==> src/rtl/g_matrix_stream_pp_if.sv <==
// Stream bundle for the G-matrix generator: Hq element input beats and G row output.
// The slave modport is the generator's view; master is the driver/consumer view.
interface g_matrix_stream_pp_if #(
    parameter int N  = 16,
    parameter int NR = 4
);
    localparam int IDX_W = (NR > 1) ? $clog2(NR) : 1;

    logic                    Hq_in_valid;
    logic                    Hq_in_ready;
    logic signed [N-1:0]     Hq_in_r;
    logic signed [N-1:0]     Hq_in_i;

    logic                    G_row_valid;
    logic                    G_row_ready;
    logic [IDX_W-1:0]        G_row_idx;
    logic                    G_last;
    logic                    done;

    logic signed [N-1:0]     Ga1_c0_r, Ga1_c0_i, Ga1_c1_r, Ga1_c1_i;
    logic signed [N-1:0]     Ga2_c0_r, Ga2_c0_i, Ga2_c1_r, Ga2_c1_i;
    logic signed [N-1:0]     Gb1_c0_r, Gb1_c0_i, Gb1_c1_r, Gb1_c1_i;
    logic signed [N-1:0]     Gb2_c0_r, Gb2_c0_i, Gb2_c1_r, Gb2_c1_i;

    modport slave (
        input  Hq_in_valid, Hq_in_r, Hq_in_i, G_row_ready,
        output Hq_in_ready, G_row_valid, G_row_idx, G_last, done,
        output Ga1_c0_r, Ga1_c0_i, Ga1_c1_r, Ga1_c1_i,
        output Ga2_c0_r, Ga2_c0_i, Ga2_c1_r, Ga2_c1_i,
        output Gb1_c0_r, Gb1_c0_i, Gb1_c1_r, Gb1_c1_i,
        output Gb2_c0_r, Gb2_c0_i, Gb2_c1_r, Gb2_c1_i
    );

    modport master (
        output Hq_in_valid, Hq_in_r, Hq_in_i, G_row_ready,
        input  Hq_in_ready, G_row_valid, G_row_idx, G_last, done,
        input  Ga1_c0_r, Ga1_c0_i, Ga1_c1_r, Ga1_c1_i,
        input  Ga2_c0_r, Ga2_c0_i, Ga2_c1_r, Ga2_c1_i,
        input  Gb1_c0_r, Gb1_c0_i, Gb1_c1_r, Gb1_c1_i,
        input  Gb2_c0_r, Gb2_c0_i, Gb2_c1_r, Gb2_c1_i
    );
endinterface

==> src/rtl/g_matrix_stream_pp.sv <==
// Double-buffered G-matrix generator: collects NRx2 complex Hq matrices into two
// ping-pong banks and streams one row of Ga1/Ga2/Gb1/Gb2 per cycle with backpressure.
module g_matrix_stream_pp #(
    parameter int N  = 16,
    parameter int NR = 4
) (
    input  logic                clk,
    input  logic                rst_n,
    g_matrix_stream_pp_if.slave bus
);
    localparam int IDX_W = (NR > 1) ? $clog2(NR) : 1;
    localparam int WC_W  = IDX_W + 1;
    localparam int BEATS = 2 * NR;
    localparam logic signed [N-1:0] S_MIN = {1'b1, {(N-1){1'b0}}};
    localparam logic signed [N-1:0] S_MAX = {1'b0, {(N-1){1'b1}}};

    function automatic logic signed [N-1:0] sat_neg(input logic signed [N-1:0] x);
        return (x == S_MIN) ? S_MAX : -x;
    endfunction

    typedef enum logic {R_IDLE, R_STREAM} rstate_t;

    rstate_t             state, state_nxt;
    logic signed [N-1:0] bank_r [2][BEATS];
    logic signed [N-1:0] bank_i [2][BEATS];
    logic [1:0]          full, full_nxt;
    logic                wr_bank, wr_bank_nxt, rd_bank;
    logic [WC_W-1:0]     wr_cnt;
    logic [IDX_W-1:0]    row_cnt;
    logic                rdy_q;
    logic                accept, wr_last, row_last, out_free, load;

    logic                vld_p1, last_p1, done_p1;
    logic [IDX_W-1:0]    idx_p1;
    logic signed [N-1:0] ga1_p1 [4];
    logic signed [N-1:0] ga2_p1 [4];
    logic signed [N-1:0] gb1_p1 [4];
    logic signed [N-1:0] gb2_p1 [4];
    logic signed [N-1:0] h0_r, h0_i, h1_r, h1_i;

    assign accept   = bus.Hq_in_valid && rdy_q;
    assign wr_last  = (wr_cnt == WC_W'(BEATS - 1));
    assign row_last = (row_cnt == IDX_W'(NR - 1));
    assign out_free = !vld_p1 || bus.G_row_ready;

    // Bank flags: completion sets the write bank, the final row load frees the read bank.
    always_comb begin
        full_nxt = full;
        if (accept && wr_last)
            full_nxt[wr_bank] = 1'b1;
        if (load && row_last)
            full_nxt[rd_bank] = 1'b0;
    end

    assign wr_bank_nxt = wr_bank ^ (accept && wr_last);

    always_comb begin
        state_nxt = state;
        load      = 1'b0;
        case (state)
            R_IDLE: begin
                if (full[rd_bank]) begin
                    state_nxt = R_STREAM;
                    load      = out_free;
                end
            end
            R_STREAM: begin
                load = out_free;
                if (out_free && row_last)
                    state_nxt = full[~rd_bank] ? R_STREAM : R_IDLE;
            end
            default: state_nxt = R_IDLE;
        endcase
    end

    always_ff @(posedge clk or negedge rst_n) begin
        if (!rst_n)
            state <= R_IDLE;
        else
            state <= state_nxt;
    end

    always_ff @(posedge clk or negedge rst_n) begin
        if (!rst_n) begin
            full    <= 2'b00;
            wr_bank <= 1'b0;
            rd_bank <= 1'b0;
            wr_cnt  <= '0;
            row_cnt <= '0;
            rdy_q   <= 1'b0;
        end else begin
            full    <= full_nxt;
            wr_bank <= wr_bank_nxt;
            rdy_q   <= !full_nxt[wr_bank_nxt];
            if (accept)
                wr_cnt <= wr_last ? '0 : wr_cnt + 1'b1;
            if (load) begin
                row_cnt <= row_last ? '0 : row_cnt + 1'b1;
                if (row_last)
                    rd_bank <= ~rd_bank;
            end
        end
    end

    // Stage p0: bank storage and row fetch.
    always_ff @(posedge clk) begin
        if (accept) begin
            bank_r[wr_bank][wr_cnt] <= bus.Hq_in_r;
            bank_i[wr_bank][wr_cnt] <= bus.Hq_in_i;
        end
    end

    always_comb begin
        h0_r = bank_r[rd_bank][{row_cnt, 1'b0}];
        h0_i = bank_i[rd_bank][{row_cnt, 1'b0}];
        h1_r = bank_r[rd_bank][{row_cnt, 1'b1}];
        h1_i = bank_i[rd_bank][{row_cnt, 1'b1}];
    end

    // Stage p1: output row register, held until the downstream handshake.
    always_ff @(posedge clk or negedge rst_n) begin
        if (!rst_n) begin
            vld_p1  <= 1'b0;
            last_p1 <= 1'b0;
            idx_p1  <= '0;
            done_p1 <= 1'b0;
        end else begin
            done_p1 <= vld_p1 && bus.G_row_ready && last_p1;
            if (load) begin
                vld_p1  <= 1'b1;
                idx_p1  <= row_cnt;
                last_p1 <= row_last;
            end else if (bus.G_row_ready) begin
                vld_p1 <= 1'b0;
            end
        end
    end

    always_ff @(posedge clk or negedge rst_n) begin
        if (!rst_n) begin
            for (int k = 0; k < 4; k++) begin
                ga1_p1[k] <= '0;
                ga2_p1[k] <= '0;
                gb1_p1[k] <= '0;
                gb2_p1[k] <= '0;
            end
        end else if (load) begin
            ga1_p1[0] <= h0_r;          ga1_p1[1] <= h0_i;
            ga1_p1[2] <= h1_r;          ga1_p1[3] <= h1_i;
            ga2_p1[0] <= h1_r;          ga2_p1[1] <= h1_i;
            ga2_p1[2] <= sat_neg(h0_r); ga2_p1[3] <= sat_neg(h0_i);
            gb1_p1[0] <= h0_r;          gb1_p1[1] <= h0_i;
            gb1_p1[2] <= sat_neg(h1_r); gb1_p1[3] <= sat_neg(h1_i);
            gb2_p1[0] <= h1_r;          gb2_p1[1] <= h1_i;
            gb2_p1[2] <= h0_r;          gb2_p1[3] <= h0_i;
        end
    end

    assign bus.Hq_in_ready = rdy_q;
    assign bus.G_row_valid = vld_p1;
    assign bus.G_row_idx   = idx_p1;
    assign bus.G_last      = last_p1;
    assign bus.done        = done_p1;

    assign bus.Ga1_c0_r = ga1_p1[0];
    assign bus.Ga1_c0_i = ga1_p1[1];
    assign bus.Ga1_c1_r = ga1_p1[2];
    assign bus.Ga1_c1_i = ga1_p1[3];
    assign bus.Ga2_c0_r = ga2_p1[0];
    assign bus.Ga2_c0_i = ga2_p1[1];
    assign bus.Ga2_c1_r = ga2_p1[2];
    assign bus.Ga2_c1_i = ga2_p1[3];
    assign bus.Gb1_c0_r = gb1_p1[0];
    assign bus.Gb1_c0_i = gb1_p1[1];
    assign bus.Gb1_c1_r = gb1_p1[2];
    assign bus.Gb1_c1_i = gb1_p1[3];
    assign bus.Gb2_c0_r = gb2_p1[0];
    assign bus.Gb2_c0_i = gb2_p1[1];
    assign bus.Gb2_c1_r = gb2_p1[2];
    assign bus.Gb2_c1_i = gb2_p1[3];
endmodule
==> src/flat_wrapper.sv <==
// flat-port wrapper written by rule: the top's interface ports become plain ports
module g_matrix_stream_pp_flat 
#(
    parameter int N  = 16,
    parameter int NR = 4
)
  (clk, rst_n, bus_Hq_in_valid, bus_Hq_in_r, bus_Hq_in_i, bus_G_row_ready, bus_Hq_in_ready, bus_G_row_valid, bus_G_row_idx, bus_G_last, bus_done, bus_Ga1_c0_r, bus_Ga1_c0_i, bus_Ga1_c1_r, bus_Ga1_c1_i, bus_Ga2_c0_r, bus_Ga2_c0_i, bus_Ga2_c1_r, bus_Ga2_c1_i, bus_Gb1_c0_r, bus_Gb1_c0_i, bus_Gb1_c1_r, bus_Gb1_c1_i, bus_Gb2_c0_r, bus_Gb2_c0_i, bus_Gb2_c1_r, bus_Gb2_c1_i);
  g_matrix_stream_pp_if #(.N(N), .NR(NR)) bus_i ();
  input  logic clk;
  input  logic rst_n;
  input wire logic [$bits(bus_i.Hq_in_valid)-1:0] bus_Hq_in_valid;
  input wire logic [$bits(bus_i.Hq_in_r)-1:0] bus_Hq_in_r;
  input wire logic [$bits(bus_i.Hq_in_i)-1:0] bus_Hq_in_i;
  input wire logic [$bits(bus_i.G_row_ready)-1:0] bus_G_row_ready;
  output wire logic [$bits(bus_i.Hq_in_ready)-1:0] bus_Hq_in_ready;
  output wire logic [$bits(bus_i.G_row_valid)-1:0] bus_G_row_valid;
  output wire logic [$bits(bus_i.G_row_idx)-1:0] bus_G_row_idx;
  output wire logic [$bits(bus_i.G_last)-1:0] bus_G_last;
  output wire logic [$bits(bus_i.done)-1:0] bus_done;
  output wire logic [$bits(bus_i.Ga1_c0_r)-1:0] bus_Ga1_c0_r;
  output wire logic [$bits(bus_i.Ga1_c0_i)-1:0] bus_Ga1_c0_i;
  output wire logic [$bits(bus_i.Ga1_c1_r)-1:0] bus_Ga1_c1_r;
  output wire logic [$bits(bus_i.Ga1_c1_i)-1:0] bus_Ga1_c1_i;
  output wire logic [$bits(bus_i.Ga2_c0_r)-1:0] bus_Ga2_c0_r;
  output wire logic [$bits(bus_i.Ga2_c0_i)-1:0] bus_Ga2_c0_i;
  output wire logic [$bits(bus_i.Ga2_c1_r)-1:0] bus_Ga2_c1_r;
  output wire logic [$bits(bus_i.Ga2_c1_i)-1:0] bus_Ga2_c1_i;
  output wire logic [$bits(bus_i.Gb1_c0_r)-1:0] bus_Gb1_c0_r;
  output wire logic [$bits(bus_i.Gb1_c0_i)-1:0] bus_Gb1_c0_i;
  output wire logic [$bits(bus_i.Gb1_c1_r)-1:0] bus_Gb1_c1_r;
  output wire logic [$bits(bus_i.Gb1_c1_i)-1:0] bus_Gb1_c1_i;
  output wire logic [$bits(bus_i.Gb2_c0_r)-1:0] bus_Gb2_c0_r;
  output wire logic [$bits(bus_i.Gb2_c0_i)-1:0] bus_Gb2_c0_i;
  output wire logic [$bits(bus_i.Gb2_c1_r)-1:0] bus_Gb2_c1_r;
  output wire logic [$bits(bus_i.Gb2_c1_i)-1:0] bus_Gb2_c1_i;
  assign bus_i.Hq_in_valid = bus_Hq_in_valid;
  assign bus_i.Hq_in_r = bus_Hq_in_r;
  assign bus_i.Hq_in_i = bus_Hq_in_i;
  assign bus_i.G_row_ready = bus_G_row_ready;
  assign bus_Hq_in_ready = bus_i.Hq_in_ready;
  assign bus_G_row_valid = bus_i.G_row_valid;
  assign bus_G_row_idx = bus_i.G_row_idx;
  assign bus_G_last = bus_i.G_last;
  assign bus_done = bus_i.done;
  assign bus_Ga1_c0_r = bus_i.Ga1_c0_r;
  assign bus_Ga1_c0_i = bus_i.Ga1_c0_i;
  assign bus_Ga1_c1_r = bus_i.Ga1_c1_r;
  assign bus_Ga1_c1_i = bus_i.Ga1_c1_i;
  assign bus_Ga2_c0_r = bus_i.Ga2_c0_r;
  assign bus_Ga2_c0_i = bus_i.Ga2_c0_i;
  assign bus_Ga2_c1_r = bus_i.Ga2_c1_r;
  assign bus_Ga2_c1_i = bus_i.Ga2_c1_i;
  assign bus_Gb1_c0_r = bus_i.Gb1_c0_r;
  assign bus_Gb1_c0_i = bus_i.Gb1_c0_i;
  assign bus_Gb1_c1_r = bus_i.Gb1_c1_r;
  assign bus_Gb1_c1_i = bus_i.Gb1_c1_i;
  assign bus_Gb2_c0_r = bus_i.Gb2_c0_r;
  assign bus_Gb2_c0_i = bus_i.Gb2_c0_i;
  assign bus_Gb2_c1_r = bus_i.Gb2_c1_r;
  assign bus_Gb2_c1_i = bus_i.Gb2_c1_i;
  g_matrix_stream_pp #(.N(N), .NR(NR)) u_core (.clk(clk), .rst_n(rst_n), .bus(bus_i));
endmodule
==> config.mk <==
export PLATFORM = sky130hd
export DESIGN_NAME = g_matrix_stream_pp_flat
export DESIGN_NICKNAME = d
export VERILOG_FILES = /design/src/rtl/g_matrix_stream_pp_if.sv /design/src/rtl/g_matrix_stream_pp.sv /design/src/flat_wrapper.sv
export SDC_FILE = /design/constraint.sdc
export NUM_CORES = 1
export LEC_CHECK = 0
export CORE_MARGIN = 3
export CORE_UTILIZATION = 53
export CTS_BUF_LIST = sky130_fd_sc_hd__clkbuf_16
export CTS_CLUSTER_DIAMETER = 50
export DETAILED_ROUTE_END_ITERATION = 7
export PLACE_DENSITY_LB_ADDON = 0.2
export RECOVER_POWER = 50
export SYNTH_ARGS = -nofsm -noshare
export SYNTH_HDL_FRONTEND = slang
export SYNTH_SLANG_ARGS = --single-unit
==> constraint.sdc <==
create_clock -name clk -period 4.49 [get_ports clk]
set_input_delay 0.898 -clock clk [delete_from_list [all_inputs] [get_ports clk]]
set_output_delay 0.898 -clock clk [all_outputs]
set_load 0.005 [all_outputs]
# Word-level counts from Yosys, hierarchy flattened
# Memory sizes are Yosys's and may differ from the RTL's.
# Index checks and enable logic that the tools add are counted.
# word_totals
ramBits	512
input_bits	36
output_inout_bits	262
latchBits	0
word_cells	108
rom_bits	0
regBits	144
memories	2
# memory_table
memory	depth	word_bits	read_ports	rd_ports_with_merged_regs	wr	line_no	text
u_core.bank_i	2	128	1	0	1	g_matrix_stream_pp.sv:25	logic signed [N-1:0] bank_i [2][BEATS];
u_core.bank_r	2	128	1	0	1	g_matrix_stream_pp.sv:24	logic signed [N-1:0] bank_r [2][BEATS];
# op_classes
n_eq_ne	6
div_mod_pow	0
shifts	0
multipliers	0
n_mux	42
bitwise	9
n_lt_le_gt_ge	10
addsub	6
n_reduce_logical	14
# ops
operator	count
2-to-1 mux 16 bit	13
binary-select mux 16 bit (select 3 bit)	4
2-to-1 mux 128 bit	1
equality test 16 bit (second input constant)	4
negation 16 bit	4
demux 16 bit (select 3 bit)	1
2-to-1 mux 1 bit	15
>= comparator 4 bit (second input constant)	3
inverter 3 -> 4 bit	3
logical AND 1 bit	9
less-than comparator 1 x 2 -> 1 bit (second input constant)	4
2-to-1 mux 2 bit	3
less-than comparator 4 x 1 -> 1 bit (second input constant)	1
case mux 1 bit (2 select lines)	2
adder 3 x 1 -> 3 bit (second input constant)	1
equality test 3 bit (second input constant)	1
2-to-1 mux 3 bit	1
adder 2 x 1 -> 2 bit (second input constant)	1
AND 2 bit	1
demux 1 bit (select 1 bit)	2
equality test 2 bit (second input constant)	1
>= comparator 1 bit (second input constant)	2
zero test 1 bit	2
inverter 1 bit	2
6 further kinds	6

# Longest topological paths before layout
# depth
depth_word	11
mapped_depth	16

# Least setup slack after synthesis
# No wires, ideal clock.
# synth_timing
path_type	input to register
start	input port bus_Hq_in_valid
end	memory u_core.bank_i[0][112] (netlist name) (enable)
stages	3
path_buffers	0
slack_ps	422
setup_ps	461
arrival_ps	3607
path_cell_list	nand2_1 or3_1 nor3_1
# synth_between
elab_chain_len	3
# synth_lines
element	line_no	text
start: declaration	flat_wrapper.sv:11	input wire logic [$bits(bus_i.Hq_in_valid)-1:0] bus_Hq_in_valid;
logical AND 1 bit	g_matrix_stream_pp.sv:41	assign accept = bus.Hq_in_valid && rdy_q;
2-to-1 mux 1 bit	g_matrix_stream_pp.sv:107	if (accept) begin
2-to-1 mux 128 bit (not written as such)	g_matrix_stream_pp.sv:109	bank_i[wr_bank][wr_cnt] <= bus.Hq_in_i;
end: declaration	g_matrix_stream_pp.sv:25	
# Every way passes these cells.

# Worst setup path after layout
# layout_timing
start	register u_core.rd_bank
end	register u_core.ga2_p1 (netlist bit u_core.bus.Ga2_c1_r[4])
# layout_between
elab_chain_len	6
# layout_lines
element	line_no	text
start: declaration	g_matrix_stream_pp.sv:27	logic wr_bank, wr_bank_nxt, rd_bank;
start signal: assignment	g_matrix_stream_pp.sv:100	rd_bank <= ~rd_bank;
memory (2 x 128 bit)	n/a	
binary-select mux 16 bit (select 3 bit)	g_matrix_stream_pp.sv:114	h0_r = bank_r[rd_bank][{row_cnt, 1'b0}];
2-to-1 mux 16 bit (not written as such) (2 in series)	g_matrix_stream_pp.sv:114	
negation 16 bit / equality test 16 bit (equally long branches)	g_matrix_stream_pp.sv:18	return (x == S_MIN) ? S_MAX : -x;
2-to-1 mux 16 bit	g_matrix_stream_pp.sv:18	
end: declaration	g_matrix_stream_pp.sv:36	logic signed [N-1:0] ga2_p1 [4];
# Parallel ways exist; a longest one is shown, timed or not. The select of a mux whose other input is x is not followed.
# A chain may end at the register's enable or synchronous reset.

==> flow_metrics.env <==
export IMPL_outcome="finished with violations"
export IMPL_violations="max-capacitance violations, max-slew violations"
export IMPL_dp_worst_setup_slack_ns=0.652
export IMPL_root_buffer="clkbuf_16"
export IMPL_multi_input_area_sq_um=7140
export IMPL_ff2ff_setup_slack_ns=0.34
export IMPL_instances_no_fill=2643
export IMPL_r2r_start="u_core.rd_bank"
export IMPL_startpoint="u_core.rd_bank"
export IMPL_synthTopCellsByArea="edfxtp_1 (56%), dfrtp_1 (13%), mux4_2 (8.9%)"
export IMPL_drv_cap=7
export IMPL_synth_edf_count=512
export IMPL_postCtsSetupBuffers=0
export IMPL_place_congestion=0.835
export IMPL_htree_levels=3
export IMPL_fin_crit_ns=4.15
export IMPL_initial_utilization=0.543
export IMPL_wirelength_mm=66.4
export IMPL_core_area_sq_um=50700
export IMPL_grt_usage=0.245
export IMPL_placed_cell_area_sq_um=30700
export IMPL_drive_above_1_share=0.167
export IMPL_place_inst=2518
export IMPL_ys_types=70
export IMPL_ctsResizeCount=0
export IMPL_endpoint="u_core.bus.Ga2_c1_r[4]"
export IMPL_power_leakage_nw=11.4
export IMPL_initialDrtViolationCount=1458
export IMPL_tightest_slew_ns=2.33
export IMPL_hold_buffers=0
export IMPL_syn_to_final_growth_pct=19.3
export IMPL_fp_dieW_microns=234
export IMPL_crit_path_start_kind="flip-flop"
export IMPL_finClkSkew_ns=0.0187
export IMPL_rr_worst_depth=7
export IMPL_finalCritPeriodShare=0.925
export IMPL_layout_setup_ws_ns=0.339
export IMPL_antenna_found_initial=10
export IMPL_syn_instance_count=1683
export IMPL_final_hold_viol_count=0
export IMPL_syn_avg_cell_area_sq_um=16.3
export IMPL_grt_max_degree=97
export IMPL_ys_warn_count=0
export IMPL_wire_per_inst_microns=25.1
export IMPL_numPortBuffers=297
export IMPL_placementRows=82
export IMPL_synth_area_leader_cell="edfxtp_1"
export IMPL_relSlewSlack=-0.556
export IMPL_syn_area_sq_um=27500
export IMPL_grt_pass1_wl_mm=97.8
export IMPL_die_h_microns=234
export IMPL_dr_pass1_iters=5
export IMPL_synth_top_flop_cell="edfxtp_1"
export IMPL_reg2reg_to="u_core.bus.Ga2_c1_r[4]"
export IMPL_route_detailed_drc=0
export IMPL_min_delay_start="u_core.bus.Gb1_c1_r[4]"
export IMPL_critPathKind="reg2reg"
export IMPL_p_per_area_nw_per_um2=720
export IMPL_synth_nets=1726
export IMPL_max_freq_ghz=0.241
export IMPL_required_ns=4.99
export IMPL_cp_data_arrival_time_ns=4.65
export IMPL_hpwl_mm=44.2
export IMPL_cp_end_kind="flip-flop"
export IMPL_yosys_area_top_type_share=0.559
export IMPL_dieArea_sq_um=54700
export IMPL_regArea_sq_um=19000
export IMPL_grt_setup_unrepaired="no"
export IMPL_clock_sinks=656
export IMPL_tns_ns=0
export IMPL_route_detailed_vias_per_inst=5.88
export IMPL_cts_buffers_inserted=68
export IMPL_grt_pass1_vias=15200
export IMPL_final_area_sq_um=32800
export IMPL_slew_viol_final=186
export IMPL_synth_seq_cells=656
export IMPL_synth_seq_area_share=0.690
export IMPL_n_fill_cell=3562
export IMPL_vdd_drop_max_mv=0.361
export IMPL_clk_latency_ns=0.60
export IMPL_clockBufferDepth=3
export IMPL_ant_nets=0
export IMPL_async_flop_share=0.220
export IMPL_cts_tree="built"
export IMPL_finalSetupViolCount=0
export IMPL_grt_overflow=0
export IMPL_vias=15500
export IMPL_hp_class="reg2reg"
export IMPL_ioPinCount=298
export IMPL_nets=1959
export IMPL_path_clk_slew_ns=0.06
export IMPL_critPathMaxFanout=28
-- worst max-delay path, cell delays in order, from the launching register on --
cell and delay (ns):
dfrtp_1 1.46, buf_4 0.51, mux4_2 0.57, mux2i_1 0.57, nand2_1 0.25, nor4_4 0.38, inv_2 0.13, a31oi_1 0.19
-- metal layers --
layer  track usage  share of wire
met2         0.388           0.47
met5             0        0.00071
met4        0.0830          0.028
met1         0.339           0.40
met3        0.0579          0.094
-- flip-flops by register name, indices dropped and copies added, names as in the netlist, 2 cells and up --
register and count:
u_core.bus.Ga2_c1_r 16, u_core.bus.Ga1_c0_r 16, u_core.bank_r 256, u_core.bus.Gb1_c1_r 16, u_core.bus.G_row_idx 2, u_core.bank_i 256
u_core.bus.Ga1_c0_i 16, u_core.wr_cnt 3, u_core.row_cnt 2, u_core.bus.Ga2_c1_i 16, u_core.bus.Ga1_c1_r 16, u_core.bus.Ga1_c1_i 16
u_core.full 2, u_core.bus.Gb1_c1_i 16
-- how the worst min path moves through the flow --
stage,endpoint,slack (ns),depth (start not counted)
detailed placement,u_core.bus.Ga2_c1_r[5],0.46,2
global placement,u_core.bus.Ga2_c1_r[5],0.46,2
floorplan,u_core.bus.Ga2_c1_r[1],0.46,2
finish,u_core.bus.Gb1_c1_r[4],0.47,2
CTS,u_core.bus.Ga1_c1_i[4],0.40,1
global route,u_core.bus.Gb1_c1_r[4],0.50,2
-- cell type report --
| class | count | area share |
|---|---|---|
| Clock inverter | 49 | 0.0124 |
| Inverter | 11 | 0.00126 |
| Sequential cell | 656 | 0.579 |
| Antenna cell | 3 | 0.000229 |
| Clock buffer | 73 | 0.0557 |
| Tap cell | 672 | 0.0256 |
| Multi-Input combinational cell | 812 | 0.218 |
| Timing Repair Buffer | 367 | 0.109 |
-- kinds of logic after synthesis --
logic type / synth area share
AO/OA/AOI/OAI: 0.0407
XOR/XNOR: 0.0111
adder cells (fa/ha/maj): 0.00318
buffers and inverters: 0.0525
flip-flops: 0.690
multiplexers: 0.137
AND/OR/NAND/NOR: 0.0658
-- metrics by stage --
| step | power [mW] | util | hold WS [ns] |
|---|---|---|---|
| after floorplan | 14.2 | - | 0.463 |
| after global placement | 18.1 | 0.605 | 0.456 |
| after detailed placement | 18.2 | 0.605 | 0.462 |
| after CTS | 23.9 | 0.649 | 0.404 |
| after global routing | 24.9 | 0.647 | 0.501 |
| final | 23.6 | 0.647 | 0.469 |
-- layout by cell type (no fill, tap or decap), drive strengths merged, types with 8 or more instances in the layout --
cell	synthesis	final
clkinv	0	20
inv	11	29
xor2	10	10
nand2	140	140
a21oi	25	25
nor3	47	47
clkbuf	33	80
xnor2	25	25
nor2	102	102
clkdlybuf4s50	0	243
nand3	19	19
buf	171	64
mux2i	60	60
dfrtp	144	144
a31oi	27	27
mux2	22	22
o21ai	82	82
nand2b	8	8
mux4	125	125
nand4	15	15
dlygate4sd3	0	53
edfxtp	512	512
-- where the power goes --
group | total (mW) | leakage, nW | internal, mW | switching [mW]
registers | 8.63 | 6.33 | 7.68 | 0.951
clock network | 5.60 | 1.14 | 3.33 | 2.27
logic | 9.39 | 3.97 | 4.66 | 4.73
total | 23.6 | 11.4 | 15.7 | 7.95
-- synthesized netlist by cell type (all sizes together), types with 25 or more instances --
cell      n
xnor2    25
edfxtp  512
mux2i    60
nand2   140
a31oi    27
dfrtp   144
clkbuf   33
buf     171
a21oi    25
nor2    102
o21ai    82
nor3     47
mux4    125
Power figures use the tool's default switching activity.
==> RTL edit 1: new RTL, same flow settings <==
Make the reset (`rst_n`) synchronous in 4 clocked blocks.
--- a/src/rtl/g_matrix_stream_pp.sv
+++ b/src/rtl/g_matrix_stream_pp.sv
@@ -74,5 +74,5 @@
     end
 
-    always_ff @(posedge clk or negedge rst_n) begin
+    always_ff @(posedge clk) begin
         if (!rst_n)
             state <= R_IDLE;
@@ -81,5 +81,5 @@
     end
 
-    always_ff @(posedge clk or negedge rst_n) begin
+    always_ff @(posedge clk) begin
         if (!rst_n) begin
             full    <= 2'b00;
@@ -119,5 +119,5 @@
 
     // Stage p1: output row register, held until the downstream handshake.
-    always_ff @(posedge clk or negedge rst_n) begin
+    always_ff @(posedge clk) begin
         if (!rst_n) begin
             vld_p1  <= 1'b0;
@@ -137,5 +137,5 @@
     end
 
-    always_ff @(posedge clk or negedge rst_n) begin
+    always_ff @(posedge clk) begin
         if (!rst_n) begin
             for (int k = 0; k < 4; k++) begin
Behaviour: differs if rst_n is asserted again (counterexample within 4 cycles, from zero or initial values and one cycle with rst_n low); with rst_n held inactive, the same outputs for 4 cycles.
==> RTL edit 1 against the unedited design <==
- the run still ends with max-capacitance violations, max-slew violations left
- clock skew grew 0.00062 ns
- critical path depth unchanged
- sequential cell count grew 1
- cell area down 1.1%
- setup slack better by 0.19 ns
- non-clock buffer count decreased by 12
- synthesized area fell by 0.73%
- wire length fell by 4.8%
- largest cell class unchanged
- highest routed layer unchanged
Power is not compared: it rests on default switching activity, and its combinational part moved more than twofold at a synthesized area within 25%.
==> RTL edit 1: results (changes against the unedited design) <==
| Metric | Value |
|---|---|
| ClkCell Share | `6.49% (-0.32 points)` |
| Post-synth ARST share | `0% (-22 points)` |
| Biggest regs | `u_core.bank_i (256), u_core.bank_r (256), u_core.gb1_p1 (33)` |
| Hold_ws | `0.474 ns (+0.00496 ns)` |
| Max-Cap Viols | `1 (-6)` |
| Min Tclk post-route | `3.96 ns (-0.192 ns)` |
| Final Wtd Congestion | `0.831 (-0.46%)` |
| DR vias/cell | `5.83 (-0.81%)` |
| Worst Path Arrival | `4.36 ns (-0.29 ns)` |
| Fill count | `3505 (-1.6%)` |
| Slew margin rel. | `-1.54% (+54 points)` |
| Max-slew violations | `36 (-81%)` |
| Placed insts | `2418 (-4.0%)` |
| Synthesized net count | `1634 (-5.3%)` |
| Multiplexer share of the synthesized area | `12.2% (-1.4 points)` |
| Hpwl dp | `40.3 mm (-8.7%)` |
| Violated checks | `max-capacitance violations, max-slew violations` |
| GR Util met1 | `32.2% (-1.7 points)` |
| TritonCTS Buffers | `66 (-2.9%)` |
| Status | `finished, violations left` |
| Compound-Gate Fraction of Synth Area | `3.91% (-0.16 points)` |
| Invs w/o clock | `10 (-1)` |
| Synth area leaders | `edfxtp_1, mux4_2, mux2i_1` |
| Multi-input gates | `724 (-11%)` |
| Syn Area/Cell | `17.2 sq um (+5.0%)` |
| Per-cell routed wire length | `24.9 um (-0.80%)` |
| Met2 WL post-DR | `30.5 mm (-2.5%)` |
| Layout sequential cell count | `657 (+0.15%)` |
| First-pass GRT wire length | `92.7 mm (-5.2%)` |
| Gr usage total | `23.2% (-1.3 points)` |
| Post-Place Cell Area | `30400 sq um (-0.93%)` |
| M2 GR Usage | `37.7% (-1.1 points)` |
| Post-Synth XOR/XNOR Area | `1.22% (+0.10 points)` |
| Signal buf overhead | `10.7% (-0.15 points)` |
| Clkbuf count | `69 (-5.5%)` |
| Iteration-0 DRC Markers | `1393 (-4.5%)` |
[RTL edit 1: changes by cell type after synthesis, moves of 30 or more]
| cell | unedited run | this run |
|---|---|---|
| nand2_1 | 140 | 62 |
| a21oi_1 | 25 | 55 |
| o21ai_0 | 81 | 12 |
| edfxtp_1 | 512 | 640 |
| dfrtp_1 | 144 | 0 |
| mux2i_1 | 56 | 133 |
| a22oi_1 | 2 | 36 |
| mux4_2 | 109 | 73 |
[RTL edit 1: worst max-delay path: cells and delay by family (launching register included)]
family,cells,cell delay [ns]
AOI/OAI and AO/OA,1,0.28
and+or+nand+nor,2,0.69
DFF,1,0.94
adders and majority gates,1,0.39
buffers and inverters,1,0.43
muxes,2,0.99
[RTL edit 1: report_power, final]
group          switching [mW]  internal [mW]  leakage, nW
clock network            2.25           3.09         1.07
registers              0.0321           6.79         6.07
logic                   0.220          0.188         3.43
==> RTL edit 2: new RTL, config.mk and constraints unchanged <==
Made on the original files. `NR` is set to 4 in 3 places; all go to 8.
--- a/src/rtl/g_matrix_stream_pp_if.sv
+++ b/src/rtl/g_matrix_stream_pp_if.sv
@@ -3,5 +3,5 @@
 interface g_matrix_stream_pp_if #(
     parameter int N  = 16,
-    parameter int NR = 4
+    parameter int NR = 8
 );
     localparam int IDX_W = (NR > 1) ? $clog2(NR) : 1;
--- a/src/rtl/g_matrix_stream_pp.sv
+++ b/src/rtl/g_matrix_stream_pp.sv
@@ -3,5 +3,5 @@
 module g_matrix_stream_pp #(
     parameter int N  = 16,
-    parameter int NR = 4
+    parameter int NR = 8
 ) (
     input  logic                clk,
--- a/src/flat_wrapper.sv
+++ b/src/flat_wrapper.sv
@@ -3,5 +3,5 @@
 #(
     parameter int N  = 16,
-    parameter int NR = 4
+    parameter int NR = 8
 )
   (clk, rst_n, bus_Hq_in_valid, bus_Hq_in_r, bus_Hq_in_i, bus_G_row_ready, bus_Hq_in_ready, bus_G_row_valid, bus_G_row_idx, bus_G_last, bus_done, bus_Ga1_c0_r, bus_Ga1_c0_i, bus_Ga1_c1_r, bus_Ga1_c1_i, bus_Ga2_c0_r, bus_Ga2_c0_i, bus_Ga2_c1_r, bus_Ga2_c1_i, bus_Gb1_c0_r, bus_Gb1_c0_i, bus_Gb1_c1_r, bus_Gb1_c1_i, bus_Gb2_c0_r, bus_Gb2_c0_i, bus_Gb2_c1_r, bus_Gb2_c1_i);
Interface: changed (resized bus_G_row_idx); port bits go from 298 to 299. The function was not compared with the original's and may differ.
==> RTL edit 2 against the unedited design <==
- the flow still finishes with violations (max-capacitance violations, max-slew violations)
- wire length grew 74%
- critical path type unchanged
- critical endpoint is now u_core.bus.Gb1_c1_i[1]$_DFFE_PN0N_
- sequential share of layout area grew 5.2 points
- cell area grew 67%
- core utilization shrank 1.9 points
- setup slack gained 0.28 ns
- power grew 56%
- sequential cell count grew 515
- synthesized area grew 70%
==> RTL edit 2: results (changes against the unedited design) <==
| Metric | Value |
|---|---|
| Post-route insts no fill | `3999 (+51%)` |
| Post-synth cell types | `72 (+2.9%)` |
| Port Buf Inserts | `298 (+0.34%)` |
| Type of the most critical hold path | `in -> async` |
| Final Wtd Congestion | `0.870 (+4.2%)` |
| Met2 WL post-DR | `53.3 mm (+70%)` |
| Net count, final | `2790 (+42%)` |
| Status | `finished, violations left` |
| Initial antenna violation count | `6 (-4)` |
| Gr usage total | `25.5% (+1.0 points)` |
| Hold_ws | `0.207 ns (-0.262 ns)` |
| Worst slew pin tran | `2.03 ns (-0.302 ns)` |
| Worst slack, placed | `0.671 ns (+0.0186 ns)` |
| Violated checks | `max-capacitance violations, max-slew violations` |
| Number of global-route vias before repair | `24272 (+59%)` |
| Max-Cap Viols | `2 (-5)` |
| Placed insts | `3778 (+50%)` |
| Post-synth ARST share | `12.6% (-9.4 points)` |
| Seq/Total Area, Yosys | `73.8% (+4.8 points)` |
| Adder-Cell Fraction of Synth Area | `0.322% (+0.0032 points)` |
| Worst Path Arrival | `4.50 ns (-0.15 ns)` |
| Max stage delay on crit path | `0.55 ns (-0.91 ns)` |
| GR Util met1 | `36.9% (+2.9 points)` |
| Commonest cells in the netlist | `edfxtp_1, mux4_2, nand2_1` |
| Cell Pwr Density | `673 nW/um^2 (-6.5%)` |
| Reg2reg path depth | `12 (+5)` |
| Per-cell routed wire length | `28.9 um (+15%)` |
| Fmax | `258 MHz (+7.1%)` |
| Critical-path top delay cell | `dfrtp_4` |
| Max-slew violations | `135 (-27%)` |
| Sw Ratio | `32.9% (-0.73 points)` |
## RTL edit 2: cell count changes after synthesis, sizes merged, moves of 19 or more
| cell | unedited run | this run |
|---|---|---|
| clkbuf | 33 | 52 |
| buf | 171 | 196 |
| o21ai | 82 | 58 |
| nor3 | 47 | 21 |
| edfxtp | 512 | 1024 |
| mux4 | 125 | 257 |
| a221oi | 0 | 41 |
| nand2 | 140 | 212 |
## RTL edit 2: final cells by class
class / count / area (sq um)
Tap cell: 1155 / 1450
Clock inverter: 101 / 911
Timing Repair Buffer: 417 / 4120
Inverter: 17 / 63.8
Antenna cell: 2 / 5.00
Sequential cell: 1171 / 34400
Multi-Input combinational cell: 1018 / 10700
Fill cell: 5992 / 32400
Clock buffer: 118 / 2950
## RTL edit 2: logic make-up (layout without fill, tap and decap cells)
kind of cell | Yosys count | count (layout)
mux | 318 | 318
buf+inv | 265 | 653
other cells | 0 | 2
simple gates | 418 | 418
xor+xnor | 42 | 42
fa+ha+maj | 12 | 12
compound gates | 228 | 228
flops | 1171 | 1171
